==> src/rtl/argmax_ctrl_pkg.sv <==
// Shared types for the argmax controller: comparator result codes, FSM states
// and a float helper used by the comparator.
package argmax_ctrl_pkg;

    localparam int unsigned FP_W = 32;

    typedef enum logic [1:0] {
        CMP_EQ = 2'b00,
        CMP_GT = 2'b01,
        CMP_LT = 2'b10
    } cmp_res_t;

    typedef enum logic [1:0] {
        S_IDLE  = 2'd0,
        S_FIRST = 2'd1,
        S_SCAN  = 2'd2,
        S_DONE  = 2'd3
    } state_t;

    // +0 and -0 share a zero magnitude and must compare equal
    function automatic logic fp_is_zero(input logic [FP_W-1:0] x);
        return (x[FP_W-2:0] == '0);
    endfunction

endpackage

==> src/rtl/argmax_ctrl_if.sv <==
// Score stream, result and control handshake bundle for argmax_ctrl.
interface argmax_ctrl_if #(
    parameter int unsigned IDX_W = 4
);
    logic             start;
    logic             in_valid;
    logic             in_ready;
    logic [31:0]      in_data;
    logic             out_valid;
    logic             out_ready;
    logic [IDX_W-1:0] out_index;
    logic [31:0]      out_value;
    logic             busy;

    modport master (
        output start, in_valid, in_data, out_ready,
        input  in_ready, out_valid, out_index, out_value, busy
    );

    modport slave (
        input  start, in_valid, in_data, out_ready,
        output in_ready, out_valid, out_index, out_value, busy
    );
endinterface

==> src/rtl/argmax_ctrl_cmp.sv <==
// Combinational IEEE-754 single-precision comparator (NaN not handled):
// reports whether input_x1 is greater than, less than or equal to input_x2.
module cmp
    import argmax_ctrl_pkg::*;
(
    input  logic [FP_W-1:0] input_x1,
    input  logic [FP_W-1:0] input_x2,
    output cmp_res_t        output_result
);

    logic w_s1;
    logic w_s2;
    logic w_mag_gt;
    logic w_both_zero;

    assign w_s1        = input_x1[FP_W-1];
    assign w_s2        = input_x2[FP_W-1];
    assign w_mag_gt    = (input_x1[FP_W-2:0] > input_x2[FP_W-2:0]);
    assign w_both_zero = fp_is_zero(input_x1) && fp_is_zero(input_x2);

    // Sign-magnitude order: larger magnitude wins for positives, loses for negatives
    always_comb begin
        output_result = CMP_EQ;
        if (w_both_zero || (input_x1 == input_x2)) begin
            output_result = CMP_EQ;
        end else if (w_s1 != w_s2) begin
            output_result = w_s1 ? CMP_LT : CMP_GT;
        end else if (!w_s1) begin
            output_result = w_mag_gt ? CMP_GT : CMP_LT;
        end else begin
            output_result = w_mag_gt ? CMP_LT : CMP_GT;
        end
    end

endmodule

==> src/rtl/argmax_ctrl.sv <==
// Streaming argmax over N_CLASSES float32 scores; one shared comparator,
// one comparison per accepted element, result held until taken downstream.
module argmax_ctrl
    import argmax_ctrl_pkg::*;
#(
    parameter int unsigned N_CLASSES = 10,
    parameter int unsigned IDX_W     = 4
) (
    input logic          clk,
    input logic          rst_n,
    argmax_ctrl_if.slave io
);

    localparam logic [IDX_W-1:0] LAST_IDX = IDX_W'(N_CLASSES - 1);

    state_t           r_state;
    logic [IDX_W-1:0] r_count;
    logic [FP_W-1:0]  r_best_val;
    logic [IDX_W-1:0] r_best_idx;
    logic             r_in_ready;
    logic             r_out_valid;
    logic             r_busy;

    logic             w_accept;
    cmp_res_t         w_cmp_res;

    assign w_accept = io.in_valid && r_in_ready;

    cmp u_cmp (
        .input_x1      (io.in_data),
        .input_x2      (r_best_val),
        .output_result (w_cmp_res)
    );

    always_ff @(posedge clk or negedge rst_n) begin
        if (!rst_n) begin
            r_state     <= S_IDLE;
            r_count     <= '0;
            r_best_val  <= '0;
            r_best_idx  <= '0;
            r_in_ready  <= 1'b0;
            r_out_valid <= 1'b0;
            r_busy      <= 1'b0;
        end else begin
            case (r_state)
                S_IDLE: begin
                    if (io.start) begin
                        r_state    <= S_FIRST;
                        r_count    <= '0;
                        r_in_ready <= 1'b1;
                        r_busy     <= 1'b1;
                    end
                end
                S_FIRST: begin
                    if (w_accept) begin
                        r_best_val <= io.in_data;
                        r_best_idx <= '0;
                        r_count    <= IDX_W'(1);
                        if (N_CLASSES == 1) begin
                            r_state     <= S_DONE;
                            r_in_ready  <= 1'b0;
                            r_out_valid <= 1'b1;
                        end else begin
                            r_state <= S_SCAN;
                        end
                    end
                end
                S_SCAN: begin
                    if (w_accept) begin
                        // Strictly greater only, so ties keep the earlier index
                        if (w_cmp_res == CMP_GT) begin
                            r_best_val <= io.in_data;
                            r_best_idx <= r_count;
                        end
                        r_count <= r_count + 1'b1;
                        if (r_count == LAST_IDX) begin
                            r_state     <= S_DONE;
                            r_in_ready  <= 1'b0;
                            r_out_valid <= 1'b1;
                        end
                    end
                end
                S_DONE: begin
                    if (io.out_ready) begin
                        r_state     <= S_IDLE;
                        r_out_valid <= 1'b0;
                        r_busy      <= 1'b0;
                    end
                end
                default: begin
                    r_state <= S_IDLE;
                end
            endcase
        end
    end

    assign io.in_ready  = r_in_ready;
    assign io.out_valid = r_out_valid;
    assign io.out_index = r_best_idx;
    assign io.out_value = r_best_val;
    assign io.busy      = r_busy;

endmodule
==> src/flat_wrapper.sv <==
// flat-port wrapper written by rule: the top's interface ports become plain ports
module argmax_ctrl_flat import argmax_ctrl_pkg::*;
#(
    parameter int unsigned N_CLASSES = 10,
    parameter int unsigned IDX_W     = 4
)
  (clk, rst_n, io_start, io_in_valid, io_in_data, io_out_ready, io_in_ready, io_out_valid, io_out_index, io_out_value, io_busy);
  argmax_ctrl_if #(.IDX_W(IDX_W)) io_i ();
  input logic clk;
  input logic rst_n;
  input wire logic [$bits(io_i.start)-1:0] io_start;
  input wire logic [$bits(io_i.in_valid)-1:0] io_in_valid;
  input wire logic [$bits(io_i.in_data)-1:0] io_in_data;
  input wire logic [$bits(io_i.out_ready)-1:0] io_out_ready;
  output wire logic [$bits(io_i.in_ready)-1:0] io_in_ready;
  output wire logic [$bits(io_i.out_valid)-1:0] io_out_valid;
  output wire logic [$bits(io_i.out_index)-1:0] io_out_index;
  output wire logic [$bits(io_i.out_value)-1:0] io_out_value;
  output wire logic [$bits(io_i.busy)-1:0] io_busy;
  assign io_i.start = io_start;
  assign io_i.in_valid = io_in_valid;
  assign io_i.in_data = io_in_data;
  assign io_i.out_ready = io_out_ready;
  assign io_in_ready = io_i.in_ready;
  assign io_out_valid = io_i.out_valid;
  assign io_out_index = io_i.out_index;
  assign io_out_value = io_i.out_value;
  assign io_busy = io_i.busy;
  argmax_ctrl #(.N_CLASSES(N_CLASSES), .IDX_W(IDX_W)) u_core (.clk(clk), .rst_n(rst_n), .io(io_i));
endmodule
==> config.mk <==
export PLATFORM = sky130hd
export DESIGN_NAME = argmax_ctrl_flat
export DESIGN_NICKNAME = d
export VERILOG_FILES = /design/src/rtl/argmax_ctrl_pkg.sv /design/src/rtl/argmax_ctrl_if.sv /design/src/rtl/argmax_ctrl_cmp.sv /design/src/rtl/argmax_ctrl.sv /design/src/flat_wrapper.sv
export SDC_FILE = /design/constraint.sdc
export NUM_CORES = 1
export LEC_CHECK = 0
export BUFFER_PORTS_ARGS = -buffer_cell sky130_fd_sc_hd__clkbuf_2
export CORE_ASPECT_RATIO = 1.75
export CORE_UTILIZATION = 55
export DETAILED_ROUTE_END_ITERATION = 10
export PLACE_DENSITY = 0.87
export SYNTH_ARGS = -nofsm -noshare
export SYNTH_HDL_FRONTEND = slang
export SYNTH_SLANG_ARGS = --single-unit
==> constraint.sdc <==
create_clock -name clk -period 4.2 [get_ports clk]
set_clock_uncertainty 0.2 [all_clocks]
set_input_delay 0.63 -clock clk [delete_from_list [all_inputs] [get_ports clk]]
set_output_delay 0.63 -clock clk [all_outputs]
set_load 0.01 [all_outputs]
Word-level counts from Yosys, hierarchy flattened
Index checks and enable logic that the tools add are counted.

storage, ports and cells
  bits in registers = 45
  word-level logic and storage cells = 72
  output and inout bits = 39

operators by class
  order comparisons = 1
  reduce and logical (&&, ||, !) cells = 17
  equality and inequality tests = 13
  add/subtract/negate cells = 1
  mux-type cells = 33

operators by type and width
  operator                                             number
  two-way mux 32 bit                                   3
  one-hot mux 32 bit (2 select lines)                  1
  logical NOT 31 bit                                   2
  equality test 32 bit                                 1
  > comparator 31 bit                                  1
  two-way mux 4 bit                                    6
  two-way mux 2 bit                                    11
  AND reduction 4 bit                                  4
  one-hot mux 4 bit (3 select lines)                   1
  != test 2 x 1 -> 1 bit, second input constant        4
  one-hot mux 2 bit (4 select lines)                   1
  one-hot mux 4 bit (2 select lines)                   1
  nonzero test 2 bit                                   4
  two-way mux 1 bit                                    6
  one-hot mux 1 bit (2 select lines)                   3
  AND reduction 5 bit                                  1
  adder 4 x 1 -> 4 bit, second input constant          1
  equality test 2 x 1 -> 1 bit, second input constant  2
  equality test 2 bit, second input constant           2
  equality test 4 bit, second input constant           1
  != test 2 bit, second input constant                 2
  AND reduction 3 bit                                  1
  nonzero test 3 bit                                   1
  logical AND 1 bit                                    2
  other kinds (3)                                      3

Logic depth before layout (Yosys ltp)
Gate-level depths: netlist of run 1.

  word-level depth = 9
  gate-level depth with buffers = 11
  depth with buffers taken out = 10

Cells and area by module
From an unflattened synthesis of run 1, not the netlist that was laid out.

second synthesis, totals
  cells, all modules = 296
  area total of the unflattened synthesis = 3165.5 sq um

by module, submodules not included
  module       instances  cells each  area each (sq um)
  argmax_ctrl  1          152         2184.6
  cmp          1          144         980.9

Worst setup path after synthesis of run 1
OpenSTA, ideal clock, no wires.

  kind = input -> register
  start = input io_in_data[26]
  end = register u_core.r_best_val[0], in the netlist u_core.io.out_value[0]
  cell stages on the path = 9
  arrival time = 2.619 ns
  setup time = 0.125 ns
  setup slack = 1.256 ns
  cells stage by stage = ha_1 nand4_1 nor4_4 nand3_1 a31oi_1 nand3_2 a21oi_4 buf_6 mux2_2

on the way
  word-level cells in the longest chain between the ends = 8
  elaborated cells on any way between the ends = 13
  classes of those cells = order compare: 1; eq/ne: 3; mux: 5; reduce/logical: 4

ends and longest elaborated chain
  element                                      RTL line                                      RTL
  from (decl)                                  flat_wrapper.sv:13                            input wire logic [$bits(io_i.in_data)-1:0] io_in_data;
  > comparator 31 bit                          argmax_ctrl_cmp.sv:18                         assign w_mag_gt = (input_x1[FP_W-2:0] > input_x2[FP_W-2:0]);
  two-way mux 2 bit, on equally long branches  argmax_ctrl_cmp.sv:29, argmax_ctrl_cmp.sv:31
  two-way mux 2 bit                            argmax_ctrl_cmp.sv:28                         end else if (!w_s1) begin
  two-way mux 2 bit                            argmax_ctrl_cmp.sv:26                         end else if (w_s1 != w_s2) begin
  two-way mux 2 bit (*)                        argmax_ctrl_cmp.sv:24                         if (w_both_zero || (input_x1 == input_x2)) begin
  equality test 2 x 1 -> 1 bit (*)             argmax_ctrl.sv:71                             if (w_cmp_res == CMP_GT) begin
  != test 2 x 1 -> 1 bit (no source line) (*)  n/a
  AND reduction 4 bit (no source line) (*)     n/a
  to (signal assigned)                         argmax_ctrl.sv:56                             r_best_val <= io.in_data;
  to (signal assigned)                         argmax_ctrl.sv:72                             r_best_val <= io.in_data;
  to (decl)                                    argmax_ctrl.sv:18                             logic [FP_W-1:0] r_best_val;

Every way passes the cells marked *; elsewhere a longest branch is shown, timed or not.
A chain may end at the register's enable or synchronous reset.

Worst setup path in the final report of run 1
  start = register u_core.r_best_val[13], in the netlist u_core.io.out_value[13]
  end = register u_core.r_best_val[5], in the netlist u_core.io.out_value[5]

on the way
  word-level cells in the longest chain between the ends = 8
  elaborated cells on any way between the ends = 13
  classes of those cells = order compare: 1; eq/ne: 3; mux: 5; reduce/logical: 4

ends and longest elaborated chain
  element                                      RTL line
  > comparator 31 bit                          argmax_ctrl_cmp.sv:18
  two-way mux 2 bit, on equally long branches  argmax_ctrl_cmp.sv:29, argmax_ctrl_cmp.sv:31
  two-way mux 2 bit                            argmax_ctrl_cmp.sv:28
  two-way mux 2 bit                            argmax_ctrl_cmp.sv:26
  two-way mux 2 bit (*)                        argmax_ctrl_cmp.sv:24
  equality test 2 x 1 -> 1 bit (*)             argmax_ctrl.sv:71
  != test 2 x 1 -> 1 bit (no source line) (*)  n/a
  AND reduction 4 bit (no source line) (*)     n/a

Marks and branches as above.

==> out/metrics.csv, run 1 <==
metric;value;unit
syn_to_final_growth;17.0;%
path_class;flop to flop;
clkSinkCount;45;
postPlaceCellArea;0.00336;mm^2
firstDrtPassIters;7;
htree_levels;2;
violations;design-rule violations;
fin_tns_setup;0;ps
tightest_slew;1130;ps
drt-wirelength-per-cell;16.8;um
clkTransAtPathRegs;90;ps
synth_edf_count;0;
fill_cells;397;
p_int;584;uW
clock_latency;300;ps
ys_seq_elements;45;
rsz0062_at_grt;no;
syn-cell-area;0.00294;mm^2
min-delay-path-class;input port to async pin;
finalNonFillerCells;428;
gp_congestion;0.907;
p_comb_share;11.5;%
critPathLaunchType;flop;
syn_nets;370;
setup_viol;0;
fmax;301;MHz
synth_cell_types;32;
synth-main-ff-cell;dfrtp_1;
grt_max_degree;46;
fin_ws;882;ps
cts_hold_buf;0;
power_density;227;mW/mm^2
antenna_cells;0;
antenna_found_initial;0;
holdWs;319;ps
die_x;57.3;um
p_sw;198;uW
numCtsBuffers;5;
swShare;25.3;%
pre_cts_ws;679;ps
r2r-end;u_core.io.out_value[5]$_DFFE_PN0P_;
crit_fanout;22;
async_flop_share;100;%
final_antenna_net_count;0;
cts_tree;yes;
yosys_warnings;0;
wirelength;7.20;mm
cellLeakagePower;0.00171;uW
clk_path_buf_depth;2;
ctsResizeCount;0;
syn_area_per_cell;9.95;um^2
min_period_over_period;79.0;%
maxSlewViolCount;0;
seqPwrFrac;55.3;%
hpwl;5.72;mm
rrSetupSlack;880;ps
core;0.00506;mm^2
synth_area_leaders;dfrtp_1 (38%), ha_1 (16%), mux2_2 (9.2%), inv_1 (5.1%), nor4_1 (3.6%);
synth_most_common_cell;dfrtp_1;
ir_drop;0.186;mV
start_util;58.2;%
port_buffers;75;
vias_per_cell;6.05;
ys_seq_area_share;38.2;%
synth_top_area_share;38.2;%
synth_commonest_cells;dfrtp_1 (45), inv_1 (40), ha_1 (37);
layout.nets;447;
drc;9;
vias;2589;
end_kind;flop;
root_buffer;clkbuf_8;
hold_violations;0;
dieArea;0.00566;mm^2
overflow;0;
io_pins;76;
post_cts_buffers;0;
max-slew-margin-rel;25.0;%
crit_arrival;3300;ps
status;complete, but fails checks;
drive_gt1_share;29.7;%
max-cap-violations;0;
drt_iter0_markers;133;
rows;34;
dp.cells;420;
grt_pass1_vias;2603;
r2r_start;u_core.io.out_value[13]$_DFFE_PN0P_;
gr-usage-all-layers;26.9;%
fin_crit;3320;ps
cp.required;4190;ps
grt_pass1_wl;11.5;mm
synth_top_area_cell;dfrtp_1;
syn_inst;296;
die_y;98.8;um
fin_area;0.00344;mm^2
reg2regPathDepth;11;
power_frac_clock;33.2;%
[state kept, by name, indices dropped and copies added (netlist names)]
signal               flops
u_core.io.out_index      4
u_core.io.in_ready       1
u_core.io.busy           1
u_core.io.out_value     32
u_core.io.out_valid      1
u_core.r_state           2
u_core.r_count           4
[per-layer routing]
layer	global-route usage [%]	wire, um
met5	0	0
met4	18.2	385
met3	5.12	404
met2	48.8	3800
met1	26.7	2610
[layout make-up]
cell class	instances	area, um^2	share of cell area (%)
clock buffers	6	72.6	2.11
clock inverters	2	10.0	0.291
inverters	40	150	4.36
multi-input cells	205	1620	47.1
flip-flops and latches	45	1130	32.7
well taps	54	67.6	1.96
repair buffers	76	395	11.5
[metrics by stage]
stage / utilization, % / power (uW)
2_1_floorplan: - / 482
3_3_place_gp: 66.4 / 526
3_5_place_dp: 66.4 / 530
4_1_cts: 68.0 / 790
5_1_grt: 68.0 / 809
6_report: 68.0 / 782
[kinds of logic (layout without fill, tap and decap cells)]
logic type | count (synthesis) | after routing | share of synthesized area [%]
adder cells (fa/ha/maj) | 37 | 37 | 15.7
multiplexers | 34 | 34 | 13.0
AO/OA/AOI/OAI | 50 | 50 | 11.1
buffers and inverters | 46 | 124 | 6.63
AND/OR/NAND/NOR | 84 | 84 | 15.3
flip-flops | 45 | 45 | 38.2
[how the worst max path moves through the flow]
stage                                        start  cells after the start                                  end  slack, ps
2_1_floorplan                       io_in_data[26]                      9   u_core.io.out_value[0]$_DFFE_PN0P_       1260
3_3_place_gp                        io_in_data[26]                     10  u_core.io.out_value[28]$_DFFE_PN0P_        780
3_5_place_dp                        io_in_data[26]                     10   u_core.io.out_value[5]$_DFFE_PN0P_        680
4_1_cts        u_core.io.out_value[13]$_DFFE_PN0P_                     11   u_core.io.out_value[5]$_DFFE_PN0P_        930
5_1_grt        u_core.io.out_value[13]$_DFFE_PN0P_                     11   u_core.io.out_value[3]$_DFFE_PN0P_        740
6_report       u_core.io.out_value[13]$_DFFE_PN0P_                     11   u_core.io.out_value[5]$_DFFE_PN0P_        880
[power groups by stage]
stage	registers (uW)	clock network, uW	logic (uW)
2_1_floorplan	442	0	40.6
3_3_place_gp	441	0	84.4
3_5_place_dp	441	0	88.2
4_1_cts	433	268	89.0
5_1_grt	433	277	99.7
6_report	433	260	89.6
[critical path, stage by stage (launching register included)]
cell and delay (ps):
dfrtp_1 440, inv_1 60, ha_1 310, nand4_1 130
or2_1 280, a21oi_1 180, nand3_1 110, a31oi_1 230
nand3_2 230, a21oi_4 410, buf_12 230, mux2_2 350
[layout by cell type (no fill, tap or decap), drive strengths merged]
master / n
nor2: 9
or2: 1
nand3: 10
a22o: 2
o211ai: 3
o21ai: 8
nor3: 6
a211o: 3
o31ai: 1
nor4: 18
clkbuf: 81
nand4: 10
o311ai: 4
a21oi: 20
o21a: 2
mux2: 33
dfrtp: 45
and3: 2
a211oi: 3
inv: 40
nor2b: 1
nand2: 27
ha: 37
buf: 1
clkinv: 2
a31oi: 2
a2bb2oi: 2
mux2i: 1
No activity file was read; power rests on OpenSTA's default activity.
==> inputs of run 2 (changes only) <==
--- a/config.mk
+++ b/config.mk
@@ -5,11 +5,12 @@
 export SDC_FILE = /design/constraint.sdc
 export NUM_CORES = 1
 export LEC_CHECK = 0
+export ABC_AREA = 1
 export BUFFER_PORTS_ARGS = -buffer_cell sky130_fd_sc_hd__clkbuf_2
 export CORE_ASPECT_RATIO = 1.75
-export CORE_UTILIZATION = 55
+export CORE_UTILIZATION = 49
 export DETAILED_ROUTE_END_ITERATION = 10
-export PLACE_DENSITY = 0.87
+export PLACE_DENSITY = 0.81
 export SYNTH_ARGS = -nofsm -noshare
 export SYNTH_HDL_FRONTEND = slang
 export SYNTH_SLANG_ARGS = --single-unit
==> constraint.sdc (replaced) <==
create_clock -name clk -period 2.9 [get_ports clk]
set_clock_uncertainty 0.2 [all_clocks]
set_input_delay 0.435 -clock clk [delete_from_list [all_inputs] [get_ports clk]]
set_output_delay 0.435 -clock clk [all_outputs]
set_load 0.01 [all_outputs]
==> run 2 against run 1 <==
The flow now finishes without violations. First-iteration DRC count grew 14%. Sequential cell count is the same. Largest cell class unchanged. Fmax grew 31%. Routed wire length grew 6.3%. Sequential share of layout area shrank 2.9 points. Critical path type unchanged. Combinational power grew to 21 times the previous value. Critical endpoint is now u_core.io.out_index[3]$_DFFE_PN0P_. Non-clock buffer count grew 5. Critical path depth grew 4. Count of clock-buffer cells in the layout shrank 1.
==> out/metrics.csv, run 2 <==
metric;value;unit
tightest_slew;582;ps
cts_tree;yes;
synth_top_area_cell;dfrtp_1;
start_util;51.2;%
synth_edf_count;0;
clock_latency;310;ps
antenna_cells;0;
drive_gt1_share;23.4;%
cts_hold_buf;1;
dieArea;0.00690;mm^2
cp.required;2900;ps
synth_top_area_share;35.1;%
syn_nets;507;
port_buffers;75;
drt-wirelength-per-cell;12.9;um
max-slew-margin-rel;61.2;%
yosys_warnings;0;
cp_slowest_cell;dfrtp_1;
top_layer_used;met4;
rows;38;
p_comb_share;52.4;%
wirelength;7.65;mm
cpMostUsedCell;nand2_1;
p_sw;1610;uW
rrSetupSlack;370;ps
htree_levels;2;
cellLeakagePower;0.00216;uW
path_class;flop to flop;
mostFrequentLayoutCell;nand2_1;
die_y;109;um
gr-usage-all-layers;24.1;%
swShare;45.6;%
crit_fanout;36;
numCtsBuffers;5;
postPlaceCellArea;0.00364;mm^2
hpwl;6.06;mm
p_int;1930;uW
maxSlewViolCount;0;
crit_path_max_incr_delay;410;ps
status;finished clean;
synth-main-ff-cell;dfrtp_1;
die_x;63.2;um
ys_seq_area_share;35.1;%
gp_congestion;0.885;
async_flop_share;100;%
synth_most_common_cell;nand2_1;
ir_drop;0.505;mV
largest_reg_flops;32;
core;0.00628;mm^2
clk_path_buf_depth;2;
vias_per_cell;5.06;
crit_path_cell_trace;inv_1 > ha_1 > nand2_1 > nor2_1 > nand4_1 > nor2_1 > nand2_1 > nand2_1 > nand2_1 > nand2_1 > nand3_2 > nand2_4 > nand2_8 > nand2_1 > nand2_1;
grt_pass1_vias;3015;
root_buffer;clkbuf_8;
final_util;60.3;%
io_pins;76;
min_period_over_period;87.3;%
fin_area;0.00379;mm^2
syn-cell-area;0.00321;mm^2
syn_to_final_growth;17.9;%
crit_arrival;2530;ps
p_total;3540;uW
wl_met2;4.27;mm
layout_common_cells;nand2_1 (121), clkbuf_2 (75), inv_1 (59);
post_cts_buffers;0;
fin_crit;2530;ps
drt_iter0_markers;151;
max-cap-violations;0;
power_frac_clock;16.1;%
hold_violations;0;
overflow;0;
end_kind;flop;
ctsResizeCount;0;
fmax;395;MHz
firstDrtPassIters;4;
critPathLaunchType;flop;
power_density;936;mW/mm^2
seqPwrFrac;31.5;%
timing.critical_path.buf_inv;1;
grt_max_degree;37;
layout.nets;585;
clkSinkCount;45;
setup_viol;0;
crit_family;simple AND/OR/NAND/NOR gates;
synth_commonest_cells;nand2_1 (121), inv_1 (59), dfrtp_1 (45), nand3_1 (45), nor2_1 (41);
final_antenna_net_count;0;
fin_tns_setup;0;ps
min-delay-path-class;input port to flop;
met1Wirelength;2.94;mm
clkTransAtPathRegs;90;ps
syn_area_per_cell;7.42;um^2
synth_area_leaders;dfrtp_1 (35%), ha_1 (14%), nand2_1 (14%), nand3_1 (7.0%), inv_1 (6.9%);
rsz0062_at_grt;no;
synth_cell_types;34;
met3WireLength;264;um
antenna_found_initial;0;
ys_seq_elements;45;
drc;0;
grt_pass1_wl;13.0;mm
syn_inst;433;
vias;2994;
run 2: layout make-up:
cell class / instances / area [um^2]
Fill cell: 616 / 2490
Timing Repair Buffer: 81 / 423
Clock buffer: 5 / 68.8
Multi-Input combinational cell: 314 / 1760
Sequential cell: 45 / 1130
Inverter: 64 / 240
Clock inverter: 3 / 65.1
Tap cell: 80 / 100
run 2: per-layer routing:
layer / track usage, % / up-vias
met5: 0 / -
met4: 10.7 / 0
met3: 4.08 / 14
met2: 46.6 / 67
met1: 24.7 / 1382
li1: - / 1531
run 2: cell families after synthesis:
family          after synthesis  share of synthesized area, %
xor+xnor                      2                         0.545
buf+inv                      74                          10.1
flops                        45                          35.1
simple gates                250                          35.1
compound gates               25                          4.83
fa+ha+maj                    37                          14.4
run 2: power groups by stage:
stage          combinational, uW  sequential [uW]  clock, uW
6_report                    1860             1120        569
5_1_grt                     2130             1150        610
4_1_cts                     1880             1120        586
3_5_place_dp                1860             1130          0
3_3_place_gp                1790             1120          0
2_1_floorplan               1230             1190          0
run 2: worst min-delay path, stage by stage:
cell	delay [ps]
clkbuf_2	100
nand3_1	80
nand2_1	50
run 2: through the flow:
| step | hold slack, ps | cells | worst slack (ps) |
|---|---|---|---|
| 2_1_floorplan | -60.6 | 433 | 679 |
| 3_3_place_gp | 256 | 583 | 357 |
| 3_5_place_dp | 263 | 583 | 286 |
| 4_1_cts | 175 | 592 | 358 |
| 5_1_grt | 187 | 592 | 156 |
| 6_report | 183 | 592 | 370 |
run 2: path summary, 6_finish.rpt:
kind	endpoint	depth (start not counted)	from
worst min register to register	u_core.io.out_index[1]$_DFFE_PN0P_	2	u_core.io.out_index[1]$_DFFE_PN0P_
min in group asynchronous	u_core.io.out_value[9]$_DFFE_PN0P_	2	rst_n
worst min-delay path	u_core.io.out_value[3]$_DFFE_PN0P_	3	io_in_data[3]
worst max register to register	u_core.io.out_index[3]$_DFFE_PN0P_	15	u_core.io.out_value[22]$_DFFE_PN0P_
worst max-delay path	u_core.io.out_index[3]$_DFFE_PN0P_	15	u_core.io.out_value[22]$_DFFE_PN0P_
max in group asynchronous	u_core.io.busy$_DFFE_PN0P_	3	rst_n
==> inputs of run 3 (changes only) <==
--- a/config.mk
+++ b/config.mk
@@ -10,7 +10,7 @@
 export CORE_ASPECT_RATIO = 1.75
 export CORE_UTILIZATION = 49
 export DETAILED_ROUTE_END_ITERATION = 10
-export PLACE_DENSITY = 0.81
+export PLACE_DENSITY = 0.8
 export SYNTH_ARGS = -nofsm -noshare
 export SYNTH_HDL_FRONTEND = slang
 export SYNTH_SLANG_ARGS = --single-unit
==> run 3 against run 2 <==
Global-route usage up 0.10 points. First-iteration DRC count is 11% lower. Critical path depth unchanged. Combinational power is essentially flat.
==> out/metrics.csv, run 3 (synthesized netlist as in run 2, its figures left out) <==
metric;value;unit
status;finished clean;
core;0.00628;mm^2
setup_viol;0;
crit_path_cell_trace;inv_1 > ha_1 > nand2_1 > nor2_1 > nand4_1 > nor2_1 > nand2_1 > nand2_1 > nand2_1 > nand2_1 > nand3_2 > nand2_4 > nand2_8 > nand2_1 > nand2_1;
ff_latch_area;0.00113;mm^2
max-slew-margin-rel;61.7;%
clock_latency;320;ps
cp.required;2910;ps
port_buffers;75;
grt_pass1_vias;2967;
clk_path_buf_depth;2;
ir_drop;0.461;mV
multi_input_area;0.00176;mm^2
fmax;392;MHz
layout.nets;585;
clkTransAtPathRegs;80;ps
min_period_over_period;88.0;%
fin_area;0.00375;mm^2
cts_tree;yes;
maxSlewViolCount;0;
hpwl;6.11;mm
grt_pass1_wl;13.0;mm
vias;3031;
drc;0;
antenna_found_initial;0;
largest_reg_flops;32;
hold_violations;0;
syn_to_final_growth;16.9;%
drt_iter0_markers;135;
start_util;51.2;%
fill_cells;608;
cellLeakagePower;0.00214;uW
dieArea;0.00690;mm^2
die_y;109;um
mostFrequentLayoutCell;nand2_1;
post_cts_buffers;0;
antenna_cells;0;
rsz0062_at_grt;no;
critPathLaunchType;flop;
htree_levels;2;
end_kind;flop;
reg2regPathDepth;15;
final_antenna_net_count;0;
fin_crit;2550;ps
max-cap-violations;0;
root_buffer;clkbuf_8;
gp_congestion;0.851;
wirelength;7.59;mm
clkSinkCount;45;
r2r-end;u_core.io.out_value[16]$_DFFE_PN0P_;
power_density;909;mW/mm^2
worstHoldEndpoint;u_core.io.out_value[0]$_DFFE_PN0P_;
drt-wirelength-per-cell;12.8;um
rows;38;
crit_fanout;36;
firstDrtPassIters;4;
cpMostUsedCell;nand2_1;
tightest_slew;575;ps
hp-start;io_in_data[0];
overflow;0;
path_class;flop to flop;
postPlaceCellArea;0.00364;mm^2
crit_family;simple AND/OR/NAND/NOR gates;
min_path_cells;3;
layout_common_cells;nand2_1 (121), clkbuf_2 (75), inv_1 (59);
min-delay-path-class;input port to flop;
cp_slowest_cell;dfrtp_1;
io_pins;76;
drive_gt1_share;23.4;%
timing.critical_path.buf_inv;1;
fin_tns_setup;0;ps
r2r_start;u_core.io.out_value[22]$_DFFE_PN0P_;
rrSetupSlack;350;ps
die_x;63.2;um
vias_per_cell;5.12;
crit_path_max_incr_delay;410;ps
numCtsBuffers;5;
crit_arrival;2560;ps
grt_max_degree;37;
gr-usage-all-layers;24.2;%
[run 3: changes by cell type in the layout (fill, tap and decap cells not counted), sizes merged]
cell | previous run | this run
clkbuf | 80 | 82
bufinv | 2 | 0
[run 3: final cells by class]
| type | count | share of cell area, % |
|---|---|---|
| Multi-Input combinational cell | 314 | 47.0 |
| Sequential cell | 45 | 30.0 |
| Timing Repair Buffer | 81 | 11.3 |
| Inverter | 64 | 6.40 |
| Tap cell | 80 | 2.67 |
| Clock buffer | 7 | 2.57 |
| Clock inverter | 1 | 0.133 |
[run 3: worst max-delay path by stage]
stage | from | slack [ps] | cells after the start | end
after global routing | u_core.io.out_value[11]$_DFFE_PN0P_ | 130 | 17 | u_core.io.out_value[14]$_DFFE_PN0P_
after CTS | u_core.io.out_value[20]$_DFFE_PN0P_ | 350 | 15 | u_core.io.out_value[16]$_DFFE_PN0P_
after floorplan | u_core.io.out_value[12]$_DFFE_PN0P_ | 680 | 18 | u_core.io.out_value[11]$_DFFE_PN0P_
after detailed placement | io_in_data[20] | 280 | 15 | u_core.io.out_value[16]$_DFFE_PN0P_
after global placement | io_in_data[22] | 360 | 15 | u_core.io.out_index[1]$_DFFE_PN0P_
final | u_core.io.out_value[22]$_DFFE_PN0P_ | 350 | 15 | u_core.io.out_value[16]$_DFFE_PN0P_
[run 3: timing repair]
action	CTS	global route
hold endpoints to repair	22	0
gates resized for setup	0	0
hold buffers	1	0
[run 3: layer usage]
metal / track usage, % / wire length (um) / up-vias
met4: 8.44 / 118 / 0
met2: 49.2 / 4310 / 72
met5: 0 / 0 / -
met3: 3.97 / 278 / 8
li1: - / - / 1527
met1: 23.8 / 2890 / 1424
[run 3: worst min-delay path: stages]
cell	delay [ps]
clkbuf_2	90
nand3_1	80
nand2_1	50
[run 3: power by group]
part / internal (uW) / switching (uW) / total [uW]
logic: 711 / 1150 / 1860
clock network: 215 / 223 / 438
registers: 879 / 235 / 1110
total: 1810 / 1610 / 3410
[run 3: metrics by stage]
step | utilization (%) | hold slack [ps] | cells | total power, uW | worst slack (ps)
after floorplan | - | -60.6 | 433 | 2410 | 679
after global placement | 58.0 | 248 | 583 | 2910 | 363
after detailed placement | 58.0 | 259 | 583 | 2990 | 280
after CTS | 59.8 | 166 | 592 | 3440 | 354
after global routing | 59.8 | 174 | 592 | 3740 | 135
final | 59.8 | 167 | 592 | 3410 | 348
